$ cat config.mk
export PLATFORM = sky130hd
export DESIGN_NAME = inst_fetch
export DESIGN_NICKNAME = d
export VERILOG_FILES = /design/src/rtl/cpu_pkg.sv /design/src/rtl/fetch_skid_buffer.sv /design/src/rtl/inst_fetch.sv
export SDC_FILE = /design/constraint.sdc
export NUM_CORES = 1
export LEC_CHECK = 0
export BUFFER_PORTS_ARGS = -buffer_cell sky130_fd_sc_hd__buf_2
export CORE_MARGIN = 4
export CORE_UTILIZATION = 58
export CTS_CLUSTER_DIAMETER = 60
export CTS_CLUSTER_SIZE = 24
export DETAILED_ROUTE_END_ITERATION = 8
export PLACE_DENSITY = 0.86
export SLEW_MARGIN = 25
export SYNTH_ARGS = -nofsm -noshare
export SYNTH_HDL_FRONTEND = slang
export SYNTH_SLANG_ARGS = --single-unit
$ cat constraint.sdc
create_clock -name clk -period 5.2 [get_ports clk]
set_input_delay 0.52 -clock clk [delete_from_list [all_inputs] [get_ports clk]]
set_output_delay 0.52 -clock clk [all_outputs]
set_load 0.03 [all_outputs]
$ cat src/rtl/cpu_pkg.sv
// rtl/cpu_pkg.sv - shared widths, fetch FSM states and buffer entry type
package cpu_pkg;

    localparam int DEF_ADDR_WIDTH = 16;
    localparam int DEF_DATA_WIDTH = 16;

    typedef enum logic {
        RUN  = 1'b0,
        HALT = 1'b1
    } fetch_state_t;

    typedef struct packed {
        logic [DEF_DATA_WIDTH-1:0] inst;
        logic [DEF_ADDR_WIDTH-1:0] pc;
    } fetch_entry_t;

endpackage

$ cat src/rtl/fetch_skid_buffer.sv
// rtl/fetch_skid_buffer.sv - 2-entry in-order skid buffer of fetched instructions
module fetch_skid_buffer
    import cpu_pkg::*;
(
    input  logic         clk,
    input  logic         i_rst,
    input  logic         i_flush,
    input  logic         i_push,
    input  fetch_entry_t i_push_entry,
    input  logic         i_pop,
    output logic         o_head_valid,
    output fetch_entry_t o_head_entry,
    output logic [1:0]   o_count
);

    logic [1:0]   r_count;
    fetch_entry_t r_ent0;
    fetch_entry_t r_ent1;

    logic         w_pop;
    logic [1:0]   w_wr_slot;

    assign w_pop     = i_pop & (r_count != 2'd0);
    // Slot the new entry lands in once this cycle's pop has shifted the queue.
    assign w_wr_slot = r_count - {1'b0, w_pop};

    always_ff @(posedge clk) begin
        if (i_rst) begin
            r_count <= 2'd0;
            r_ent0  <= '0;
            r_ent1  <= '0;
        end else if (i_flush) begin
            r_count <= 2'd0;
        end else begin
            if (w_pop) begin
                r_ent0 <= r_ent1;
            end
            if (i_push) begin
                if (w_wr_slot == 2'd0) begin
                    r_ent0 <= i_push_entry;
                end else begin
                    r_ent1 <= i_push_entry;
                end
            end
            r_count <= r_count + {1'b0, i_push} - {1'b0, w_pop};
        end
    end

    assign o_head_valid = (r_count != 2'd0);
    assign o_head_entry = r_ent0;
    assign o_count      = r_count;

endmodule

$ cat src/rtl/inst_fetch.sv
// rtl/inst_fetch.sv - instruction fetch front end: PC, one-deep memory pipeline,
// skid-buffered decode handshake, redirect and halt-on-fault.
module inst_fetch
    import cpu_pkg::*;
#(
    parameter int                    ADDR_WIDTH = DEF_ADDR_WIDTH,
    parameter int                    DATA_WIDTH = DEF_DATA_WIDTH,
    parameter logic [ADDR_WIDTH-1:0] RESET_PC   = '0
) (
    input  logic                  clk,
    input  logic                  rst,
    output logic [ADDR_WIDTH-1:0] mem_addr,
    input  logic [DATA_WIDTH-1:0] mem_data,
    input  logic                  mem_exc,
    input  logic                  redirect_valid,
    input  logic [ADDR_WIDTH-1:0] redirect_pc,
    output logic                  inst_valid,
    output logic [DATA_WIDTH-1:0] inst,
    output logic [ADDR_WIDTH-1:0] inst_pc,
    input  logic                  inst_ready,
    output logic                  fetch_exc,
    output logic [ADDR_WIDTH-1:0] exc_pc
);

    logic [ADDR_WIDTH-1:0] r_pc;
    logic [ADDR_WIDTH-1:0] r_tag_pc;
    logic                  r_inflight;
    fetch_state_t          r_state;
    logic                  r_fetch_exc;
    logic [ADDR_WIDTH-1:0] r_exc_pc;

    logic                  w_pop;
    logic [1:0]            w_count;
    logic [2:0]            w_occ;
    logic [2:0]            w_limit;
    logic                  w_issue;
    logic                  w_resp_live;
    logic                  w_push;
    logic                  w_fault;
    fetch_entry_t          w_push_entry;
    fetch_entry_t          w_head;

    assign w_pop   = inst_valid & inst_ready;
    assign w_occ   = {1'b0, w_count} + {2'b00, r_inflight};
    assign w_limit = 3'd2 + {2'b00, w_pop};
    assign w_issue = (r_state == RUN) & ~redirect_valid & (w_occ < w_limit);

    // A response whose address was issued in the faulting cycle arrives in HALT
    // and is dropped, so exc_pc keeps the first faulting address.
    assign w_resp_live = r_inflight & (r_state == RUN) & ~redirect_valid;
    assign w_push      = w_resp_live & ~mem_exc;
    assign w_fault     = w_resp_live & mem_exc;

    assign w_push_entry.inst = mem_data;
    assign w_push_entry.pc   = r_tag_pc;

    always_ff @(posedge clk) begin
        if (rst) begin
            r_pc        <= RESET_PC;
            r_tag_pc    <= '0;
            r_inflight  <= 1'b0;
            r_state     <= RUN;
            r_fetch_exc <= 1'b0;
            r_exc_pc    <= '0;
        end else if (redirect_valid) begin
            r_pc        <= redirect_pc;
            r_inflight  <= 1'b0;
            r_state     <= RUN;
            r_fetch_exc <= 1'b0;
        end else begin
            r_inflight <= w_issue;
            if (w_issue) begin
                r_tag_pc <= r_pc;
                r_pc     <= r_pc + 1'b1;
            end
            if (w_fault) begin
                r_fetch_exc <= 1'b1;
                r_exc_pc    <= r_tag_pc;
                r_state     <= HALT;
            end
        end
    end

    fetch_skid_buffer u_buf (
        .clk          (clk),
        .i_rst        (rst),
        .i_flush      (redirect_valid),
        .i_push       (w_push),
        .i_push_entry (w_push_entry),
        .i_pop        (w_pop & ~redirect_valid),
        .o_head_valid (inst_valid),
        .o_head_entry (w_head),
        .o_count      (w_count)
    );

    assign mem_addr  = r_pc;
    assign inst      = w_head.inst;
    assign inst_pc   = w_head.pc;
    assign fetch_exc = r_fetch_exc;
    assign exc_pc    = r_exc_pc;

endmodule

==> impl_metrics.json, run 1 <==
{
  "finalCritPeriodShare_pct": 45.2,
  "die_x_um": 98.3,
  "place.gp.congestion": 0.803,
  "cts_made_buffers": 17,
  "antenna_found_initial": 0,
  "cts_resized": 0,
  "synth.area.top_cells": "dfxtp_1 (49%), nand2_1 (12%), a21oi_1 (7.2%)",
  "synth_nets": 602,
  "cellPowerDensity_nw_per_um2": 405,
  "clock_sinks": 116,
  "num_vias": 4476,
  "fin_nets": 687,
  "core_area_um2": 7810,
  "hold_violations": 0,
  "synth_simple_gate_area_share_pct": 21.5,
  "grtUsageMet3_pct": 6.14,
  "synth_cell_type_count": 40,
  "synth_compound_area_share_pct": 16.7,
  "top_usage_layer": "met2",
  "synth_async_sr_flop_share_pct": 0,
  "synth_top_cell_by_area": "dfxtp_1",
  "start_util_pct": 60.5,
  "port_buffers": 102,
  "diodes": 0,
  "fin_skew_ns": 0.00524,
  "end_kind": "flop",
  "ys_ff_latch": 116,
  "worstReg2RegEnd": "mem_addr[5]$_SDFFE_PP0P_",
  "cts-hold-fix-buffers": 0,
  "synth_warnings": 0,
  "syn_to_final_growth_pct": 24.8,
  "dp_hpwl_um": 7590,
  "drc": 0,
  "crit_arrival_ns": 2.78,
  "die_area_um2": 9660,
  "grt_start_max_net_pins": 117,
  "synthCells": 561,
  "synthAdderAreaFrac_pct": 1.06,
  "ir_drop_mv": 0.252,
  "detail-route-antenna-nets": 0,
  "path_max_fanout": 27,
  "post_cts_buffers": 0,
  "grt_pass1_wl_um": 20200,
  "grt_overflow": 0,
  "rr_startpoint": "u_buf.o_count[0]$_SDFF_PP0_",
  "die_h_um": 98.3,
  "drive_above_1_share_pct": 22.0,
  "routed_wl_um": 12300,
  "slew_headroom_pct": 43.2,
  "yosys.area_share.xor_xnor_pct": 0.927,
  "crit_type": "reg2reg",
  "syn_area_um2": 4730,
  "cp.required_ns": 5.63,
  "met2_usage_pct": 42.5,
  "crit_start": "u_buf.o_count[0]$_SDFF_PP0_",
  "cts_tree": "yes",
  "dr.pass1.iters": 5,
  "final-max-slew-violation-count": 0,
  "endpoint": "mem_addr[5]$_SDFFE_PP0P_",
  "viasPerCell": 5.88,
  "muxShareOfSynthArea_pct": 6.78,
  "drt_iter0_drc": 270,
  "grt_pass1_vias": 4291,
  "clk_pin_slew_ns": 0.06,
  "grt_use_total_pct": 25.4,
  "min_period_ns": 2.35,
  "syn_avg_cell_area_um2": 8.42,
  "setup-tns-final_ns": 0,
  "top_level_ports": 103,
  "max_freq_mhz": 426,
  "p_leak_nw": 2.32,
  "finalPower_mw": 2.39,
  "ctsRootBufferMaster": "clkbuf_8",
  "synth_top_family_by_area": "simple AND/OR/NAND/NOR gates",
  "worstMarginPinSlew_ns": 0.851,
  "synth_common_cells": "nand2_1 (148), dfxtp_1 (116), a21oi_1 (68), nor2_1 (39), a211oi_1 (34)",
  "ctsLongestPathBuffers": 2,
  "ff2ff_setup_slack_ns": 2.85,
  "cpMaxStageDelayCell": "or4_1",
  "crit_path_max_incr_delay_ns": 0.61,
  "r2r_cells": 6,
  "synth_top_area_share_pct": 49.1,
  "finalSetupViolations": 0,
  "insertion_delay_ns": 0.51,
  "crit_chain": "ha_1 > nand2b_1 > o21ai_4 > nand2_2 > or4_1 > a31oi_1",
  "ys_dominant_reg_cell": "dfxtp_1",
  "startpoint_type": "flop",
  "gr-usage-met1_pct": 32.0,
  "synth_edf_count": 0,
  "rows": 32,
  "yosysMostFrequentCell": "nand2_1",
  "run_status": "finished, final reports clean",
  "rsz0062_at_grt": "false",
  "maxCapViolCount": 0,
  "htreeDepth": 4,
  "wl_per_cell_um": 16.2,
  "yosysSeqAreaShare_pct": 49.1,
  "hp-class": "in2reg"
}
[critical path, delay by kind of cell (launching register included)]
family / cells / cell delay [ns]
AND/OR/NAND/NOR: 3 / 1.16
AO/OA/AOI/OAI: 2 / 0.41
adder cells (fa/ha/maj): 1 / 0.27
flip-flops: 1 / 0.43
[cells in the final DEF (no fill, tap or decap), types with 2 or more instances in the layout]
| cell | instances |
|---|---|
| and3_1 | 3 |
| o21ai_0 | 2 |
| clkbuf_8 | 4 |
| clkbuf_1 | 3 |
| o211ai_1 | 9 |
| or4_1 | 3 |
| clkbuf_16 | 16 |
| nand2b_1 | 4 |
| xor2_1 | 4 |
| nand3_1 | 12 |
| a211oi_1 | 34 |
| buf_4 | 3 |
| or3_1 | 8 |
| nand2_1 | 147 |
| inv_1 | 3 |
| nor3_1 | 3 |
| dfxtp_1 | 116 |
| a21oi_1 | 68 |
| a31oi_1 | 11 |
| bufinv_16 | 6 |
| mux2i_1 | 32 |
| buf_2 | 101 |
| nor2_1 | 39 |
| ha_1 | 4 |
| clkinv_2 | 2 |
[cell families after synthesis]
family	count (synthesis)
AOI/OAI and AO/OA	129
and+or+nand+nor	232
xor gates and xnor gates	5
adders and majority gates	4
muxes	32
DFF	116
buffers and inverters	43
[cell type report]
class                           instances  area, um^2
Sequential cell                       116        2320
Multi-Input combinational cell        402        2230
Fill cell                             559        1910
Timing Repair Buffer                  105         539
Clock buffer                           23         467
Clock inverter                          9         198
Tap cell                              102         128
Inverter                                4        15.0
[how the worst min path moves through the flow]
stage	from	end	slack, ns	depth (start not counted)
after floorplan	u_buf.r_ent1[0]$_SDFFE_PP0P_	u_buf.r_ent1[0]$_SDFFE_PP0P_	0.44	2
after global placement	u_buf.r_ent1[17]$_SDFFE_PP0P_	u_buf.r_ent1[17]$_SDFFE_PP0P_	0.44	2
after detailed placement	exc_pc[0]$_SDFFE_PP0P_	exc_pc[0]$_SDFFE_PP0P_	0.45	2
after CTS	mem_data[13]	u_buf.r_ent1[29]$_SDFFE_PP0P_	0.24	3
after global routing	mem_data[15]	u_buf.r_ent1[31]$_SDFFE_PP0P_	0.26	3
final	mem_data[13]	u_buf.r_ent1[29]$_SDFFE_PP0P_	0.26	3
[power by group]
group          internal [mW]  switching, mW  leakage, nW
clock                  0.912          0.391        0.322
combinational         0.0457          0.101         1.05
sequential             0.913         0.0246        0.941
total                   1.87          0.517         2.32
[per-stage QoR]
step | instances | hold slack (ns) | utilization (%) | worst slack [ns] | cell area (um^2)
floorplan | 561 | 0.436 | - | 3.26 | 4730
global placement | 729 | 0.441 | 66.9 | 2.72 | 5230
detailed placement | 729 | 0.446 | 66.9 | 2.54 | 5230
CTS | 761 | 0.241 | 75.4 | 2.86 | 5890
global route | 761 | 0.255 | 75.6 | 2.69 | 5900
finish | 761 | 0.258 | 75.6 | 2.85 | 5900
[flip-flops by register name (all words and copies together), names as in the netlist]
register / flops
u_buf.o_count: 2
r_inflight: 1
exc_pc: 16
u_buf.o_head_entry: 32
mem_addr: 16
r_tag_pc: 16
u_buf.r_ent1: 32
fetch_exc: 1
[metal layers]
layer	share of wire [%]	wire (um)
met1	41	5080
met2	49	6090
met3	7.4	914
met4	2.0	242
met5	0	0
No activity file was read; power rests on OpenSTA's default activity.
==> inputs of run 2 (changes only) <==
--- a/config.mk
+++ b/config.mk
@@ -7,11 +7,11 @@
 export LEC_CHECK = 0
 export BUFFER_PORTS_ARGS = -buffer_cell sky130_fd_sc_hd__buf_2
 export CORE_MARGIN = 4
-export CORE_UTILIZATION = 58
+export CORE_UTILIZATION = 54
 export CTS_CLUSTER_DIAMETER = 60
 export CTS_CLUSTER_SIZE = 24
 export DETAILED_ROUTE_END_ITERATION = 8
-export PLACE_DENSITY = 0.86
+export PLACE_DENSITY = 0.81
 export SLEW_MARGIN = 25
 export SYNTH_ARGS = -nofsm -noshare
 export SYNTH_HDL_FRONTEND = slang
==> constraint.sdc (replaced) <==
create_clock -name clk -period 2.35 [get_ports clk]
set_input_delay 0.235 -clock clk [delete_from_list [all_inputs] [get_ports clk]]
set_output_delay 0.235 -clock clk [all_outputs]
set_load 0.03 [all_outputs]
==> run 2 against run 1 <==
Compared with the run above: worst hold slack worse by 0.23 ns; sequential power up 120%; cell area up 3.5%; clock skew down 0.00073 ns.
==> impl_metrics.json, run 2 (synthesis gave the netlist of run 1 again) <==
{
  "cts_tree": "yes",
  "htreeDepth": 4,
  "cts-hold-fix-buffers": 26,
  "clock_sinks": 116,
  "run_status": "finished, final reports clean",
  "setup-tns-final_ns": 0,
  "path_max_fanout": 11,
  "die_h_um": 102,
  "maxCapViolCount": 0,
  "worstMarginPinSlew_ns": 0.681,
  "grt_pass1_wl_um": 20300,
  "insertion_delay_ns": 0.51,
  "final_common_cell": "nand2_1",
  "finalSetupViolations": 0,
  "start_util_pct": 56.4,
  "crit_type": "reg2reg",
  "fin_skew_ns": 0.00451,
  "final-max-slew-violation-count": 0,
  "final_area_um2": 6100,
  "ir_drop_mv": 0.509,
  "mostFrequentLayoutCells": "nand2_1 (147), dfxtp_1 (116), buf_2 (101)",
  "slew_headroom_pct": 54.4,
  "drt_iter0_drc": 196,
  "hp-class": "in2reg",
  "finalPower_mw": 4.71,
  "detail-route-antenna-nets": 0,
  "hold_violations": 0,
  "finalCritPeriodShare_pct": 86.7,
  "antenna_found_initial": 0,
  "rows": 33,
  "post_dp_cell_area_um2": 5310,
  "startpoint_type": "flop",
  "p_leak_nw": 2.41,
  "ctsRootBufferMaster": "clkbuf_8",
  "die_area_um2": 10300,
  "top_level_ports": 103,
  "final_cells": 795,
  "fin_nets": 719,
  "drive_above_1_share_pct": 21.6,
  "grt_overflow": 0,
  "dr.pass1.iters": 5,
  "cts_resized": 0,
  "cts_made_buffers": 17,
  "diodes": 0,
  "cellPowerDensity_nw_per_um2": 772,
  "die_x_um": 102,
  "crit_arrival_ns": 2.47,
  "grt_pass1_vias": 4396,
  "clk_pin_slew_ns": 0.05,
  "max_freq_mhz": 491,
  "syn_to_final_growth_pct": 29.2,
  "port_buffers": 102,
  "grt_start_max_net_pins": 65,
  "routed_wl_um": 12200,
  "core_area_um2": 8380,
  "grt_use_total_pct": 24.9,
  "post_cts_buffers": 0,
  "min_period_ns": 2.04,
  "viasPerCell": 5.57,
  "dp_hpwl_um": 7760,
  "dp_cells": 738,
  "rsz0062_at_grt": "false",
  "wl_per_cell_um": 15.4,
  "end_kind": "flop",
  "ctsLongestPathBuffers": 2,
  "num_vias": 4427,
  "cp.required_ns": 2.79,
  "drc": 0,
  "place.gp.congestion": 0.857
}
==> run 2: cell count changes in the layout (fill, tap and decap cells not counted), sizes merged <==
cell | previous run | this run
clkbuf | 23 | 27
dlygate4sd3 | 0 | 26
bufinv | 6 | 0
clkinvlp | 1 | 0
buf | 105 | 111
clkinv | 3 | 5
==> run 2: power breakdown <==
part / internal [mW] / switching (mW) / leakage, nW
logic: 0.138 / 0.232 / 1.20
clock network: 1.45 / 0.818 / 0.268
registers: 2.02 / 0.0555 / 0.941
==> run 2: per-layer routing <==
metal  up-vias  wire (um)  share of wire (%)  global-route usage [%]
met5         -          0                  0                       0
met4         0        266                2.2                    10.0
met3        26        857                7.0                    7.09
met2       174       5960                 49                    41.4
met1      2060       5150                 42                    30.5
li1       2167          -                  -                       -
==> run 2: cell type report <==
class / instances / area [um^2]
inverter: 4 / 15.0
sequential: 116 / 2320
multi-input combinational: 402 / 2230
clock inverter: 4 / 20.0
tap: 105 / 131
fill: 630 / 2280
clock buffer: 27 / 512
timing repair buffer: 137 / 878
==> run 2: per-stage QoR <==
stage / hold WS (ns) / utilization [%] / worst slack, ns
2_1_floorplan: 0.371 / - / 0.469
3_3_place_gp: 0.441 / 63.4 / 0.438
3_5_place_dp: 0.446 / 63.4 / 0.349
4_1_cts: 0.00957 / 72.8 / 0.327
5_1_grt: 0.0280 / 72.8 / 0.175
6_report: 0.0278 / 72.8 / 0.313
==> run 2: critical path, cell delays in order (launching register included) <==
cell,delay [ns]
dfxtp_1,0.40
ha_1,0.25
nand2b_1,0.17
o21ai_4,0.22
nand2_2,0.19
or4_1,0.54
a31oi_1,0.18
==> run 2: worst paths after layout <==
check / start / end / slack, ns / depth (start not counted)
max: u_buf.o_count[0]$_SDFF_PP0_ / mem_addr[5]$_SDFFE_PP0P_ / 0.31 / 6
max reg2reg: u_buf.o_count[0]$_SDFF_PP0_ / mem_addr[5]$_SDFFE_PP0P_ / 0.31 / 6
min: redirect_pc[4] / mem_addr[4]$_SDFFE_PP0P_ / 0.03 / 3
min reg2reg: u_buf.r_ent1[18]$_SDFFE_PP0P_ / u_buf.r_ent1[18]$_SDFFE_PP0P_ / 0.45 / 2
